===== src/rtl/alu_arbiter_if.sv =====
// Request/response bundle between two ALU requesters, the arbiter and the
// result consumer. master = requester/consumer side, slave = arbiter side.
interface alu_arbiter_if #(
    parameter int WIDTH = 4
);
    logic             req0, req1;
    logic [WIDTH-1:0] a0, b0, a1, b1;
    logic [1:0]       op0, op1;
    logic             cin0, cin1;
    logic             ack0, ack1;
    logic [WIDTH-1:0] res;
    logic             cout;
    logic             res_valid;
    logic             res_id;
    logic             res_ready;

    modport master (
        output req0, req1, a0, b0, a1, b1, op0, op1, cin0, cin1, res_ready,
        input  ack0, ack1, res, cout, res_valid, res_id
    );

    modport slave (
        input  req0, req1, a0, b0, a1, b1, op0, op1, cin0, cin1, res_ready,
        output ack0, ack1, res, cout, res_valid, res_id
    );
endinterface


===== src/rtl/alu_arbiter.sv =====
// Two-requester arbiter in front of a single shared ALU.
// IDLE grants and captures operands (ack pulses in that cycle), EXEC computes
// and registers the result, DONE holds it until the consumer takes it.
// Optional macro ALU_ARB_FIXED_PRI_EN: requester 0 always wins contention;
// otherwise round-robin on a last-grant pointer.
module alu_arbiter #(
    parameter int WIDTH = 4
) (
    input logic         clk,
    input logic         rst_n,
    alu_arbiter_if.slave bus
);
    typedef enum logic [1:0] {IDLE, EXEC, DONE} state_t;

    state_t           state, state_nxt;
    logic             grant_any, grant_id;
    logic [WIDTH-1:0] a_q, b_q;
    logic [1:0]       op_q;
    logic             cin_q, id_q;
    logic [WIDTH:0]   alu_out;

    assign grant_any = bus.req0 | bus.req1;

`ifdef ALU_ARB_FIXED_PRI_EN
    // Fixed priority: requester 1 only when requester 0 is not asking
    always_comb grant_id = ~bus.req0;
`else
    logic last_grant;  // 1 = requester 1 was granted last

    // Round-robin: on contention pick the one not granted last
    always_comb grant_id = (bus.req0 & bus.req1) ? ~last_grant : bus.req1;

    // Track the most recent grant for the next contention
    always_ff @(posedge clk or negedge rst_n) begin
        if (!rst_n)
            last_grant <= 1'b1;
        else if (state == IDLE && grant_any)
            last_grant <= grant_id;
    end
`endif

    // State register
    always_ff @(posedge clk or negedge rst_n) begin
        if (!rst_n) state <= IDLE;
        else        state <= state_nxt;
    end

    // Next-state logic
    always_comb begin
        state_nxt = state;
        case (state)
            IDLE:    if (grant_any) state_nxt = EXEC;
            EXEC:    state_nxt = DONE;
            DONE:    if (bus.res_ready) state_nxt = IDLE;
            default: state_nxt = IDLE;
        endcase
    end

    // Outputs decoded from state; ack gated by reset so it is low while held
    always_comb begin
        bus.ack0      = rst_n && state == IDLE && grant_any && !grant_id;
        bus.ack1      = rst_n && state == IDLE && grant_any &&  grant_id;
        bus.res_valid = (state == DONE);
    end

    // ALU on the captured operands, WIDTH+1 bits so the top bit is carry/borrow
    always_comb begin
        alu_out = '0;
        case (op_q)
            2'b00: alu_out = {1'b0, a_q & b_q};
            2'b01: alu_out = {1'b0, a_q} + {1'b0, b_q} + {{WIDTH{1'b0}}, cin_q};
            2'b10: alu_out = {1'b0, a_q} - {1'b0, b_q};
            default: alu_out = {1'b0, a_q ^ b_q};
        endcase
    end

    // Operand capture on grant, result register on EXEC
    always_ff @(posedge clk or negedge rst_n) begin
        if (!rst_n) begin
            a_q        <= '0;
            b_q        <= '0;
            op_q       <= '0;
            cin_q      <= 1'b0;
            id_q       <= 1'b0;
            bus.res    <= '0;
            bus.cout   <= 1'b0;
            bus.res_id <= 1'b0;
        end else begin
            if (state == IDLE && grant_any) begin
                a_q   <= grant_id ? bus.a1   : bus.a0;
                b_q   <= grant_id ? bus.b1   : bus.b0;
                op_q  <= grant_id ? bus.op1  : bus.op0;
                cin_q <= grant_id ? bus.cin1 : bus.cin0;
                id_q  <= grant_id;
            end
            if (state == EXEC) begin
                bus.res    <= alu_out[WIDTH-1:0];
                bus.cout   <= alu_out[WIDTH];
                bus.res_id <= id_q;
            end
        end
    end
endmodule


===== src/flat_wrapper.sv =====
// flat-port wrapper written by rule: the top's interface ports become plain ports
module alu_arbiter_flat 
#(
    parameter int WIDTH = 4
)
  (clk, rst_n, bus_req0, bus_req1, bus_a0, bus_b0, bus_a1, bus_b1, bus_op0, bus_op1, bus_cin0, bus_cin1, bus_res_ready, bus_ack0, bus_ack1, bus_res, bus_cout, bus_res_valid, bus_res_id);
  alu_arbiter_if #(.WIDTH(WIDTH)) bus_i ();
  input logic clk;
  input logic rst_n;
  input wire logic [$bits(bus_i.req0)-1:0] bus_req0;
  input wire logic [$bits(bus_i.req1)-1:0] bus_req1;
  input wire logic [$bits(bus_i.a0)-1:0] bus_a0;
  input wire logic [$bits(bus_i.b0)-1:0] bus_b0;
  input wire logic [$bits(bus_i.a1)-1:0] bus_a1;
  input wire logic [$bits(bus_i.b1)-1:0] bus_b1;
  input wire logic [$bits(bus_i.op0)-1:0] bus_op0;
  input wire logic [$bits(bus_i.op1)-1:0] bus_op1;
  input wire logic [$bits(bus_i.cin0)-1:0] bus_cin0;
  input wire logic [$bits(bus_i.cin1)-1:0] bus_cin1;
  input wire logic [$bits(bus_i.res_ready)-1:0] bus_res_ready;
  output wire logic [$bits(bus_i.ack0)-1:0] bus_ack0;
  output wire logic [$bits(bus_i.ack1)-1:0] bus_ack1;
  output wire logic [$bits(bus_i.res)-1:0] bus_res;
  output wire logic [$bits(bus_i.cout)-1:0] bus_cout;
  output wire logic [$bits(bus_i.res_valid)-1:0] bus_res_valid;
  output wire logic [$bits(bus_i.res_id)-1:0] bus_res_id;
  assign bus_i.req0 = bus_req0;
  assign bus_i.req1 = bus_req1;
  assign bus_i.a0 = bus_a0;
  assign bus_i.b0 = bus_b0;
  assign bus_i.a1 = bus_a1;
  assign bus_i.b1 = bus_b1;
  assign bus_i.op0 = bus_op0;
  assign bus_i.op1 = bus_op1;
  assign bus_i.cin0 = bus_cin0;
  assign bus_i.cin1 = bus_cin1;
  assign bus_i.res_ready = bus_res_ready;
  assign bus_ack0 = bus_i.ack0;
  assign bus_ack1 = bus_i.ack1;
  assign bus_res = bus_i.res;
  assign bus_cout = bus_i.cout;
  assign bus_res_valid = bus_i.res_valid;
  assign bus_res_id = bus_i.res_id;
  alu_arbiter #(.WIDTH(WIDTH)) u_core (.clk(clk), .rst_n(rst_n), .bus(bus_i));
endmodule

===== config.mk =====
export PLATFORM = sky130hd
export DESIGN_NAME = alu_arbiter_flat
export DESIGN_NICKNAME = d
export VERILOG_FILES = /design/src/rtl/alu_arbiter_if.sv /design/src/rtl/alu_arbiter.sv /design/src/flat_wrapper.sv
export SDC_FILE = /design/constraint.sdc
export NUM_CORES = 1
export LEC_CHECK = 0
export BUFFER_PORTS_ARGS = -buffer_cell sky130_fd_sc_hd__buf_2
export CAP_MARGIN = 40
export CORE_MARGIN = 2
export CORE_UTILIZATION = 56
export CTS_CLUSTER_SIZE = 14
export DETAILED_ROUTE_END_ITERATION = 12
export GPL_TIMING_DRIVEN = 0
export HOLD_SLACK_MARGIN = 0.06
export PLACE_DENSITY_LB_ADDON = 0.12
export SLEW_MARGIN = 20
export SYNTH_ARGS = -nofsm -noshare
export SYNTH_HDL_FRONTEND = slang
export SYNTH_SLANG_ARGS = --single-unit

===== constraint.sdc =====
create_clock -name clk -period 3.95 [get_ports clk]
set_clock_uncertainty 0.05 [all_clocks]
set_input_delay 0.79 -clock clk [delete_from_list [all_inputs] [get_ports clk]]
set_output_delay 0.79 -clock clk [all_outputs]
set_load 0.005 [all_outputs]

==> metrics.md <==
| Metric | Value |
|---|---|
| Top sig layer | met4 |
| GRT Util Overall | 0.232 |
| Root buffer cell | clkbuf_4 |
| GPL Wtd Cong | 0.906 |
| Detail Route Antenna Nets | 0 |
| Clock slew at reported path FFs | 0.12 ns |
| Tmin final | 2.76 ns |
| Initial antenna violation count | 0 |
| Status | finished clean |
| Overflow after GRT | 0 |
| Met1 wire length | 1150 µm |
| Ys Warns | 0 |
| # rows | 17 |
| PD cells | 848 nW/µm² |
| Yosys reg bits | 21 |
| CP top delay family | simple AND/OR/NAND/NOR gates |
| First-pass GRT wire length | 4660 µm |
| CTS tree | built |
| Syn nets | 178 |
| PostCTS Resize Cnt | 0 |
| Crit Path Max Fanout | 10 |
| MaxCap Viol Count | 0 |
| Met2 WL | 1370 µm |
| Max Slew Vio Count | 0 |
| Pre-antenna DRT Iters | 4 |
| Post-synthesis adder-cell area fraction | 0.120 |
| N_diodes | 0 |
| Fin. Hold Viols | 0 |
| Rel. slew slack | 0.665 |
| Post-DP HPWL | 2130 µm |
| Core box area | 2230 µm² |
| Worst R2R End | u_core.bus.res[1] |
| Clk sink count | 21 |
| Crit path cell chain | nor2_1 > o21a_1 > buf_2 > nand2_1 > nor2_1 > buf_2 |
| Cts hold-fix bufs | 0 |
| Largest family of logic cells by synthesized area | compound AO/OA/AOI/OAI gates |
| Reg-to-reg startpoint | u_core.b_q[0] |
| Die span in x | 52.7 µm |
| RSZ-0062 raised after global routing | false |
| Die area | 2780 µm² |
| Ys async rst share | 1.00 |
| Critical-path top delay cell | dfrtp_1 |
| Reg2Reg Depth | 5 |
| Measured slew at the worst slew-check pin | 0.502 ns |
| Final Net Count | 218 |
| CTS buffer count | 3 |
| TNS Setup | 0 ns |
| Peak VDD IR | 0.000555 V |
| Reg2Reg Setup Slack | 1.77 ns |
| # IOs | 36 |
| Worst setup SP type | register |
| Cell variety after synth | 32 |
| # H-tree levels | 1 |
| Final number of setup-violating endpoints | 0 |
| Post-CTS Repair Setup Buffers | 0 |
| Area Growth Syn to Fin | 17.8% |
| Mux share of post-synthesis cell area | 0.108 |
| Avg WL per Cell | 13.0 µm |
| WP data arrival | 1.92 ns |
| Clk Latency, worst-skew pair | 0.31 ns |
| CTS Buffer Depth | 2 |
| Critical Path End | bus_ack0 |
| Residual DRC count | 0 |
| Final Routed Wirelength | 2700 µm |
| Post-synthesis cell count | 140 |
| Synth Area in Compound Gates | 0.182 |
| Share of cells above drive strength 1 | 0.285 |
| CP startpoint | u_core.state[1] |
| Vias in the first global route | 1118 |
| Crit Path Class | reg2out |
| Sequential share of the synthesized area | 0.396 |
| Buffers & Inverters on Critical Path | 2 |
| Worst min path class | in2async |
| Crit path depth | 6 |
| CP endpoint kind | output port |
| Post-synth EDFFs | 0 |
| Vias | 1098 |
| Metal3 WL | 127 µm |
| DR iter-0 viols | 5 |
| Post-synth top flop | dfrtp_1 |
| Pleak | 0.000799 µW |
| Initial Utilization | 0.596 |
| Input/output buffers | 35 |
| Die Y | 52.7 µm |
| Post-Syn Area per Cell | 9.50 µm² |
| Highest Clock Rate | 362 MHz |
| Post-Synth XOR/XNOR Area | 0.00659 |
| Largest net degree at the start of global routing | 24 |
| Req. time, crit path | 3.11 ns |
| Crit path largest cell delay | 0.41 ns |
| Hold_ws | 0.372 ns |
| Cell Area, Synth | 1330 µm² |
| Pre-CTS setup slack | 1.35 ns |
| Via/cell ratio | 5.30 |
| Final worst setup slack | 1.19 ns |
| Synth Area in Simple Gates | 0.119 |
| Final cycle utilization of the critical path | 0.700 |
Yosys cell counts, drive strengths merged, types with 2 or more instances:
| cell | instances | area, µm² |
|---|---|---|
| o21ai | 9 | 45.0 |
| nor3 | 2 | 10.0 |
| a221oi | 2 | 30.0 |
| nand2b | 4 | 25.0 |
| buf | 6 | 38.8 |
| ha | 8 | 100 |
| inv | 13 | 48.8 |
| fa | 3 | 60.1 |
| nand2 | 9 | 33.8 |
| dfrtp | 20 | 500 |
| a21oi | 18 | 90.1 |
| mux2i | 11 | 110 |
| nor2 | 18 | 67.6 |
worst min-delay path by stage:
stage / start / to / slack [ns]
after floorplan: u_core.bus.res[2] / u_core.bus.res[2] / 0.42
after global placement: u_core.bus.res_id / u_core.bus.res_id / 0.41
after detailed placement: u_core.bus.res[1] / u_core.bus.res[1] / 0.42
after CTS: rst_n / u_core.bus.res_id / 0.39
after global routing: rst_n / u_core.bus.res[3] / 0.41
final: rst_n / u_core.id_q / 0.37
state kept, by name (all words and copies together) (netlist names):
name and cells:
u_core.a_q 4, u_core.b_q 4, u_core.bus.cout 1, u_core.bus.res 4
u_core.bus.res_id 1, u_core.cin_q 1, u_core.id_q 1, u_core.last_grant 1
u_core.op_q 2, u_core.state 2
cell type report:
class                   count  area (µm²)
plain buffers               7        42.5
clock buffers               4        26.3
fillers                   190         667
inverters                  13        48.8
multi-input cells          99         712
flip-flops and latches     21         527
well taps                  28        35.0
repair buffers             35         175
stage by stage:
stage	instances	cell area (µm²)	total power, µW	utilization
5_1_grt	207	1570	1460	0.701
2_1_floorplan	140	1330	1000	-
4_1_cts	207	1570	1330	0.701
6_report	207	1570	1330	0.701
3_5_place_dp	203	1540	1220	0.690
3_3_place_gp	203	1540	1160	0.690
cell usage in the layout (no fill, tap or decap), drive strengths merged:
cell type  instances
o21a               1
clkbuf             5
or3                1
a31oi              1
fa                 3
o41ai              1
nor3               2
dfrtp             20
mux2               1
and3b              1
o32a               1
ha                 8
inv               13
o21ai              9
a21oi             18
nand2              9
a311oi             1
a221oi             2
a21boi             1
xnor2              1
nor2              18
dfstp              1
and3               1
a21o               1
a211oi             1
nand2b             4
mux4               1
buf               41
o21bai             1
mux2i             11
metal layers:
| layer | global-route usage | vias to the layer above |
|---|---|---|
| li1 | - | 556 |
| met1 | 0.272 | 492 |
| met2 | 0.413 | 43 |
| met3 | 0.0286 | 7 |
| met4 | 0.111 | 0 |
| met5 | 0 | - |
cells by family after synthesis:
kind of cell / after synthesis
simple gates: 36
mux: 13
xor+xnor: 1
fa+ha+maj: 11
compound gates: 38
flops: 21
buf+inv: 20
worst register-to-register path: stages (launching register included):
cell     delay (ns)
dfrtp_1        0.45
fa_1           0.46
inv_1          0.10
fa_1           0.43
mux4_2         0.47
o21ai_0        0.16
where the power goes:
group          internal (µW)  total [µW]  switching (µW)
Combinational            369         817             448
Sequential               323         402            78.8
Clock                   39.5         110            70.6
No activity file was read; power rests on OpenSTA's default activity.
